$ cat src/rtl/rv0_wbu_pkg.sv
// rv0_wbu_pkg: types shared by the writeback unit and its retire FIFO.
//   XLEN          integer register width
//   opcode_e      RV32 major opcodes seen at writeback
//   wb_entry_t    retire FIFO entry {we, rd, wdata}
//   decode_result builds a retire entry from an instruction's low bits and its result
package rv0_wbu_pkg;

    localparam int XLEN = 32;

    typedef enum logic [6:0] {
        OPC_LUI    = 7'b0110111,
        OPC_AUIPC  = 7'b0010111,
        OPC_JAL    = 7'b1101111,
        OPC_JALR   = 7'b1100111,
        OPC_BRANCH = 7'b1100011,
        OPC_LOAD   = 7'b0000011,
        OPC_STORE  = 7'b0100011,
        OPC_OP     = 7'b0110011,
        OPC_OP_IMM = 7'b0010011,
        OPC_SYSTEM = 7'b1110011
    } opcode_e;

    typedef struct packed {
        logic            we;
        logic [4:0]      rd;
        logic [XLEN-1:0] wdata;
    } wb_entry_t;

    // Only register-producing opcodes write, and never to x0. The scoreboard
    // still needs rd for every entry, so rd is carried regardless of we.
    function automatic wb_entry_t decode_result(input logic [6:0]      opcode,
                                                input logic [4:0]      rd,
                                                input logic [XLEN-1:0] wdata);
        wb_entry_t e;
        e.rd    = rd;
        e.wdata = wdata;
        case (opcode)
            OPC_LUI, OPC_AUIPC, OPC_JAL, OPC_JALR,
            OPC_OP, OPC_OP_IMM, OPC_LOAD: e.we = (rd != 5'd0);
            default:                      e.we = 1'b0;
        endcase
        return e;
    endfunction

endpackage

$ cat src/rtl/rv0_wbu_fifo.sv
// rv0_wbu_fifo: synchronous retire FIFO of wb_entry_t.
//   clk, rst_n      clock, synchronous active-low reset
//   push, wentry    write request and data (caller guarantees space)
//   pop, rentry     read request and head entry (caller guarantees non-empty)
//   full, empty     status
//   count           number of entries held, 0..WB_DEPTH
// WB_DEPTH must be a power of two so the pointers wrap naturally.
module rv0_wbu_fifo
    import rv0_wbu_pkg::*;
#(
    parameter int WB_DEPTH = 2
) (
    input  logic                          clk,
    input  logic                          rst_n,
    input  logic                          push,
    input  wb_entry_t                     wentry,
    input  logic                          pop,
    output wb_entry_t                     rentry,
    output logic                          full,
    output logic                          empty,
    output logic [$clog2(WB_DEPTH+1)-1:0] count
);

    localparam int PW = $clog2(WB_DEPTH);
    localparam int CW = $clog2(WB_DEPTH + 1);

    wb_entry_t         mem [WB_DEPTH];
    logic [PW-1:0]     wr_ptr;
    logic [PW-1:0]     rd_ptr;

    always_ff @(posedge clk) begin
        if (!rst_n) begin
            wr_ptr <= '0;
            rd_ptr <= '0;
            count  <= '0;
        end else begin
            if (push) wr_ptr <= wr_ptr + 1'b1;
            if (pop)  rd_ptr <= rd_ptr + 1'b1;
            case ({push, pop})
                2'b10:   count <= count + 1'b1;
                2'b01:   count <= count - 1'b1;
                default: count <= count;
            endcase
        end
    end

    // Storage needs no reset; validity is tracked by count.
    always_ff @(posedge clk) begin
        if (push) mem[wr_ptr] <= wentry;
    end

    assign rentry = mem[rd_ptr];
    assign full   = (count == CW'(WB_DEPTH));
    assign empty  = (count == '0);

endmodule

$ cat src/rtl/rv0_wbu.sv
// rv0_wbu: writeback stage. Accepts results from the EXU and LSU result buffers,
// round-robin arbitrates, queues them in a retire FIFO and drains one entry per
// cycle into the register file while releasing the IDU scoreboard.
//   clk_i, rst_ni                       clock, synchronous active-low reset
//   exu_insn_i/addr_i/wdata_i/rdy_i     EXU result, held until exu_ack_o
//   exu_ack_o                           one-cycle accept pulse
//   lsu_*                               same for the LSU
//   rf_we_o, rf_waddr_o, rf_wdata_o     register-file write port
//   sb_clr_o, sb_clr_addr_o             scoreboard release pulse and register
//   instret_o                           retired count, only with RV0_WBU_INSTRET_EN
// Optional feature macro: RV0_WBU_INSTRET_EN.
module rv0_wbu
    import rv0_wbu_pkg::*;
#(
    parameter int WB_DEPTH = 2
) (
    input  logic            clk_i,
    input  logic            rst_ni,
`ifdef RV0_WBU_INSTRET_EN
    output logic [63:0]     instret_o,
`endif
    input  logic [31:0]     exu_insn_i,
    input  logic [XLEN-1:0] exu_addr_i,
    input  logic [XLEN-1:0] exu_wdata_i,
    input  logic            exu_rdy_i,
    output logic            exu_ack_o,
    input  logic [31:0]     lsu_insn_i,
    input  logic [XLEN-1:0] lsu_addr_i,
    input  logic [XLEN-1:0] lsu_wdata_i,
    input  logic            lsu_rdy_i,
    output logic            lsu_ack_o,
    output logic            rf_we_o,
    output logic [4:0]      rf_waddr_o,
    output logic [XLEN-1:0] rf_wdata_o,
    output logic            sb_clr_o,
    output logic [4:0]      sb_clr_addr_o
);

    logic                          exu_req;
    logic                          lsu_req;
    logic                          space;
    logic                          grant_exu;
    logic                          grant_lsu;
    logic                          push;
    logic                          pop;
    logic                          full;
    logic                          empty;
    logic                          rr_lsu;
    logic [11:0]                   sel_insn;
    logic [XLEN-1:0]               sel_wdata;
    wb_entry_t                     new_entry;
    wb_entry_t                     head;
    logic [$clog2(WB_DEPTH+1)-1:0] fifo_count;
    logic                          unused_bits;

    // A channel whose ack is high is mid-handshake and must not be resampled.
    assign exu_req = exu_rdy_i & ~exu_ack_o;
    assign lsu_req = lsu_rdy_i & ~lsu_ack_o;

    // The RF always accepts, so a non-empty FIFO pops every cycle.
    assign pop   = ~empty;
    assign space = ~full | pop;

    assign grant_exu = space & exu_req & (~lsu_req | ~rr_lsu);
    assign grant_lsu = space & lsu_req & (~exu_req |  rr_lsu);
    assign push      = grant_exu | grant_lsu;

    always_comb begin
        sel_insn  = exu_insn_i[11:0];
        sel_wdata = exu_wdata_i;
        if (grant_lsu) begin
            sel_insn  = lsu_insn_i[11:0];
            sel_wdata = lsu_wdata_i;
        end
        new_entry = decode_result(sel_insn[6:0], sel_insn[11:7], sel_wdata);
    end

    rv0_wbu_fifo #(
        .WB_DEPTH (WB_DEPTH)
    ) u_fifo (
        .clk    (clk_i),
        .rst_n  (rst_ni),
        .push   (push),
        .wentry (new_entry),
        .pop    (pop),
        .rentry (head),
        .full   (full),
        .empty  (empty),
        .count  (fifo_count)
    );

    always_ff @(posedge clk_i) begin
        if (!rst_ni) begin
            exu_ack_o     <= 1'b0;
            lsu_ack_o     <= 1'b0;
            rr_lsu        <= 1'b0;
            rf_we_o       <= 1'b0;
            rf_waddr_o    <= '0;
            rf_wdata_o    <= '0;
            sb_clr_o      <= 1'b0;
            sb_clr_addr_o <= '0;
        end else begin
            exu_ack_o <= grant_exu;
            lsu_ack_o <= grant_lsu;
            // Point at the channel that did not just win.
            if (grant_exu)      rr_lsu <= 1'b1;
            else if (grant_lsu) rr_lsu <= 1'b0;
            if (pop) begin
                rf_we_o       <= head.we;
                rf_waddr_o    <= head.rd;
                rf_wdata_o    <= head.wdata;
                sb_clr_o      <= 1'b1;
                sb_clr_addr_o <= head.rd;
            end else begin
                rf_we_o  <= 1'b0;
                sb_clr_o <= 1'b0;
            end
        end
    end

`ifdef RV0_WBU_INSTRET_EN
    always_ff @(posedge clk_i) begin
        if (!rst_ni)  instret_o <= '0;
        else if (pop) instret_o <= instret_o + 64'd1;
    end
`endif

    // Instruction address and upper insn bits are not needed at writeback.
    assign unused_bits = ^{exu_addr_i, lsu_addr_i, exu_insn_i[31:12],
                           lsu_insn_i[31:12], fifo_count};

endmodule

$ cat config.mk
export PLATFORM = sky130hd
export DESIGN_NAME = rv0_wbu
export DESIGN_NICKNAME = d
export VERILOG_FILES = /design/src/rtl/rv0_wbu_pkg.sv /design/src/rtl/rv0_wbu_fifo.sv /design/src/rtl/rv0_wbu.sv
export SDC_FILE = /design/constraint.sdc
export NUM_CORES = 1
export LEC_CHECK = 0
export BUFFER_PORTS_ARGS = -buffer_cell sky130_fd_sc_hd__buf_2
export CAP_MARGIN = 20
export CORE_ASPECT_RATIO = 0.5
export CORE_MARGIN = 3
export CORE_UTILIZATION = 42
export CTS_CLUSTER_SIZE = 8
export DETAILED_ROUTE_END_ITERATION = 8
export PLACE_DENSITY = 0.77
export SLEW_MARGIN = 20
export SYNTH_ARGS = -nofsm -noshare
export SYNTH_HDL_FRONTEND = slang
export SYNTH_SLANG_ARGS = --single-unit
$ cat constraint.sdc
create_clock -name clk_i -period 2.7 [get_ports clk_i]
set_input_delay 0.27 -clock clk_i [delete_from_list [all_inputs] [get_ports clk_i]]
set_output_delay 0.27 -clock clk_i [all_outputs]
set_load 0.02 [all_outputs]
==> impl_metrics.json <==
{
  "outcome": "complete, no violations",
  "initial_core_util": 0.442,
  "kind_of_start_point_of_the_critical_path": "flop",
  "critPathKind": "reg -> reg",
  "die-height_um": 83.0,
  "fillers": 981,
  "synth_seq_cells": 123,
  "cts_hold_repair.buffers": 0,
  "clock_slew_at_the_register_clock_pins_of_the_worst_setup_and_hold_paths_ps": 50,
  "power-per-cell-area_nw_per_um2": 1060,
  "syn_nets": 541,
  "initialDrtViolationCount": 140,
  "worst_relative_slew_slack": 0.479,
  "grt_first_pass_wirelength_um": 15900,
  "hold_path_startpoint": "exu_wdata_i[7]",
  "synth-async-reset-ratio": 0,
  "num_vias": 3185,
  "fp.dieW_um": 160,
  "detail_route.drc_violations": 0,
  "grt_antenna_before_repair": 0,
  "cts_max_path_buffers": 2,
  "fmax_mhz": 497,
  "period_needed_ps": 2010,
  "number_of_maximum_capacitance_violations": 0,
  "multiInputGateArea_um2": 1620,
  "design.core.area_um2": 11300,
  "ant_nets": 0,
  "clock_skew_ps": 10.4,
  "reg2reg_setup_slack_ps": 690,
  "drt-wirelength-per-cell_um": 15.1,
  "cts_tree": "done",
  "hold_path_class": "in -> reg",
  "hold_path_end": "u_fifo.mem[1][7]",
  "vias_per_cell": 4.88,
  "final-seq-area_um2": 3220,
  "fin_total_pwr_mw": 6.74,
  "track_usage": 0.150,
  "grt_pass1_vias": 3266,
  "yosysMostFrequentCell": "sky130_fd_sc_hd__edfxtp_1",
  "dp_slack_ps": 670,
  "cts-htree-levels": 4,
  "synth_top_cells_by_count": "sky130_fd_sc_hd__edfxtp_1 (76), sky130_fd_sc_hd__dfxtp_1 (47), sky130_fd_sc_hd__mux2i_1 (40)",
  "min_delay_path_depth": 2,
  "final-setup-viol-count": 0,
  "worst_r2r_endpoint": "u_fifo.mem[1][19]",
  "syn_avg_cell_area_um2": 14.5,
  "setup_slack_ps": 690,
  "setup_repair_after_global_routing_missed_its_margin": "no",
  "antennaDiodeCount": 0,
  "design.die.area_um2": 13300,
  "yosysWarningCount": 0,
  "slew_viol_final": 0,
  "finalCritPeriodShare": 0.745,
  "worst-slew-pin-transition_ps": 781,
  "endpoint_kind": "flop",
  "clkLatencyLatePin_ps": 390,
  "syn-cell-area_um2": 4980,
  "postRouteWirelength_um": 9850,
  "arrival_ps": 2140,
  "number_of_enable_type_register_cells_in_the_synthesized_netlist": 76,
  "grt_max_degree": 77,
  "dp_hpwl_um": 6520,
  "reg2reg_from": "lsu_ack_o",
  "cts_setup_buffers": 0,
  "cts-resized-gates": 0,
  "path_max_fanout": 29,
  "critPathRequiredTime_ps": 2830,
  "clock_sinks": 123,
  "worst_ir_drop_vdd_uv": 771,
  "r2r_cells": 4,
  "synth_cell_types": 31,
  "yosysSeqAreaShare": 0.647,
  "buffer_ports.inserted": 137,
  "synth_top_cell_by_area": "sky130_fd_sc_hd__edfxtp_1",
  "layout_cells_sized_above_1": 0.436,
  "synth-main-ff-cell": "sky130_fd_sc_hd__edfxtp_1",
  "synthCells": 344,
  "ios": 242,
  "cts_made_buffers": 17,
  "synth_top_cell_area_share": 0.458,
  "gp_congestion": 0.766,
  "dr.pass1.iters": 4,
  "power.static_leakage_nw": 2.89,
  "global_route.overflow_total": 0,
  "synthTopCellsByArea": "sky130_fd_sc_hd__edfxtp_1 (46%), sky130_fd_sc_hd__dfxtp_1 (19%), sky130_fd_sc_hd__mux2_2 (8.4%), sky130_fd_sc_hd__mux2i_1 (8.0%), sky130_fd_sc_hd__o211a_1 (7.4%)",
  "synthToLayoutAreaGrowth_pct": 27.6,
  "clock-root-buffer": "sky130_fd_sc_hd__clkbuf_16",
  "finalNetCount": 677,
  "floorplan.rows": 27,
  "final_hold_viol_count": 0
}
## cell type report
type	count	area share
Clock buffer	19	0.0696
Clock inverter	13	0.0161
Inverter	2	0.00118
Multi-Input combinational cell	192	0.255
Sequential cell	123	0.507
Tap cell	159	0.0313
Timing Repair Buffer	144	0.120
## metal layers
layer,part of all wire,GRT usage,up-vias
li1,-,-,1556
met1,0.43,0.174,1562
met2,0.53,0.271,63
met3,0.040,0.0409,4
met4,0.0064,0.0520,0
met5,0,0,-
## cell families after synthesis
group | synth area share
adders and majority gates | 0.00251
muxes | 0.164
xor gates and xnor gates | 0.00527
buffers and inverters | 0.0324
AOI/OAI and AO/OA | 0.0861
DFF | 0.647
and+or+nand+nor | 0.0628
## stage by stage
step                      hold slack, ps  instance area (µm²)  instances  utilization  setup TNS, ps
after global routing                 177                 6360        652        0.564              0
after detailed placement             481                 5810        620        0.515              0
after CTS                            174                 6360        652        0.564              0
after floorplan                      445                 4980        344            -           -381
final                                194                 6360        652        0.564              0
after global placement               458                 5810        620        0.515              0
## how the worst max path moves through the flow
| stage | startpoint | endpoint | slack [ps] | cells past startpoint |
|---|---|---|---|---|
| final | lsu_ack_o | u_fifo.mem[1][19] | 690 | 4 |
| after global routing | lsu_ack_o | u_fifo.mem[1][19] | 580 | 4 |
| after CTS | lsu_ack_o | u_fifo.mem[1][19] | 670 | 4 |
| after detailed placement | exu_rdy_i | u_fifo.mem[1][19] | 670 | 5 |
| after global placement | exu_rdy_i | u_fifo.mem[1][19] | 700 | 5 |
| after floorplan | exu_ack_o | u_fifo.mem[0][0] | -10 | 3 |
## state kept, by name (all words and copies together) (netlist names), 2 cells and up, named ones only
signal and count:
u_fifo.count 2, sb_clr_addr_o 5, rf_wdata_o 32, u_fifo.mem 76
## worst max-delay path, cell delays in order (launching register included)
cell and delay (ps):
sky130_fd_sc_hd__dfxtp_1 310, sky130_fd_sc_hd__nand2b_1 200, sky130_fd_sc_hd__nor2_4 350, sky130_fd_sc_hd__buf_4 450, sky130_fd_sc_hd__mux2_2 420
## cell usage in the layout (no fill, tap or decap), types with 2 or more instances in the layout
| cell | instances |
|---|---|
| sky130_fd_sc_hd__nor4_1 | 2 |
| sky130_fd_sc_hd__a21oi_1 | 3 |
| sky130_fd_sc_hd__nor2b_1 | 5 |
| sky130_fd_sc_hd__nor3b_1 | 2 |
| sky130_fd_sc_hd__buf_4 | 5 |
| sky130_fd_sc_hd__mux2i_1 | 40 |
| sky130_fd_sc_hd__nand2b_1 | 3 |
| sky130_fd_sc_hd__clkinv_1 | 3 |
| sky130_fd_sc_hd__edfxtp_1 | 76 |
| sky130_fd_sc_hd__buf_2 | 137 |
| sky130_fd_sc_hd__buf_12 | 2 |
| sky130_fd_sc_hd__xnor2_1 | 2 |
| sky130_fd_sc_hd__and2_1 | 5 |
| sky130_fd_sc_hd__nor2_4 | 2 |
| sky130_fd_sc_hd__inv_1 | 2 |
| sky130_fd_sc_hd__clkbuf_16 | 17 |
| sky130_fd_sc_hd__clkinvlp_4 | 5 |
| sky130_fd_sc_hd__dfxtp_1 | 46 |
| sky130_fd_sc_hd__mux2_2 | 37 |
| sky130_fd_sc_hd__o211a_1 | 37 |
| sky130_fd_sc_hd__clkinv_2 | 3 |
| sky130_fd_sc_hd__o21ai_0 | 2 |
| sky130_fd_sc_hd__nand2_1 | 39 |
## power breakdown
group          internal [mW]  total (mW)  switching (mW)
sequential              2.47        2.71           0.238
combinational          0.799        1.99            1.19
clock                   1.27        2.04           0.768
Note: power is estimated with default switching activity, not from simulation.
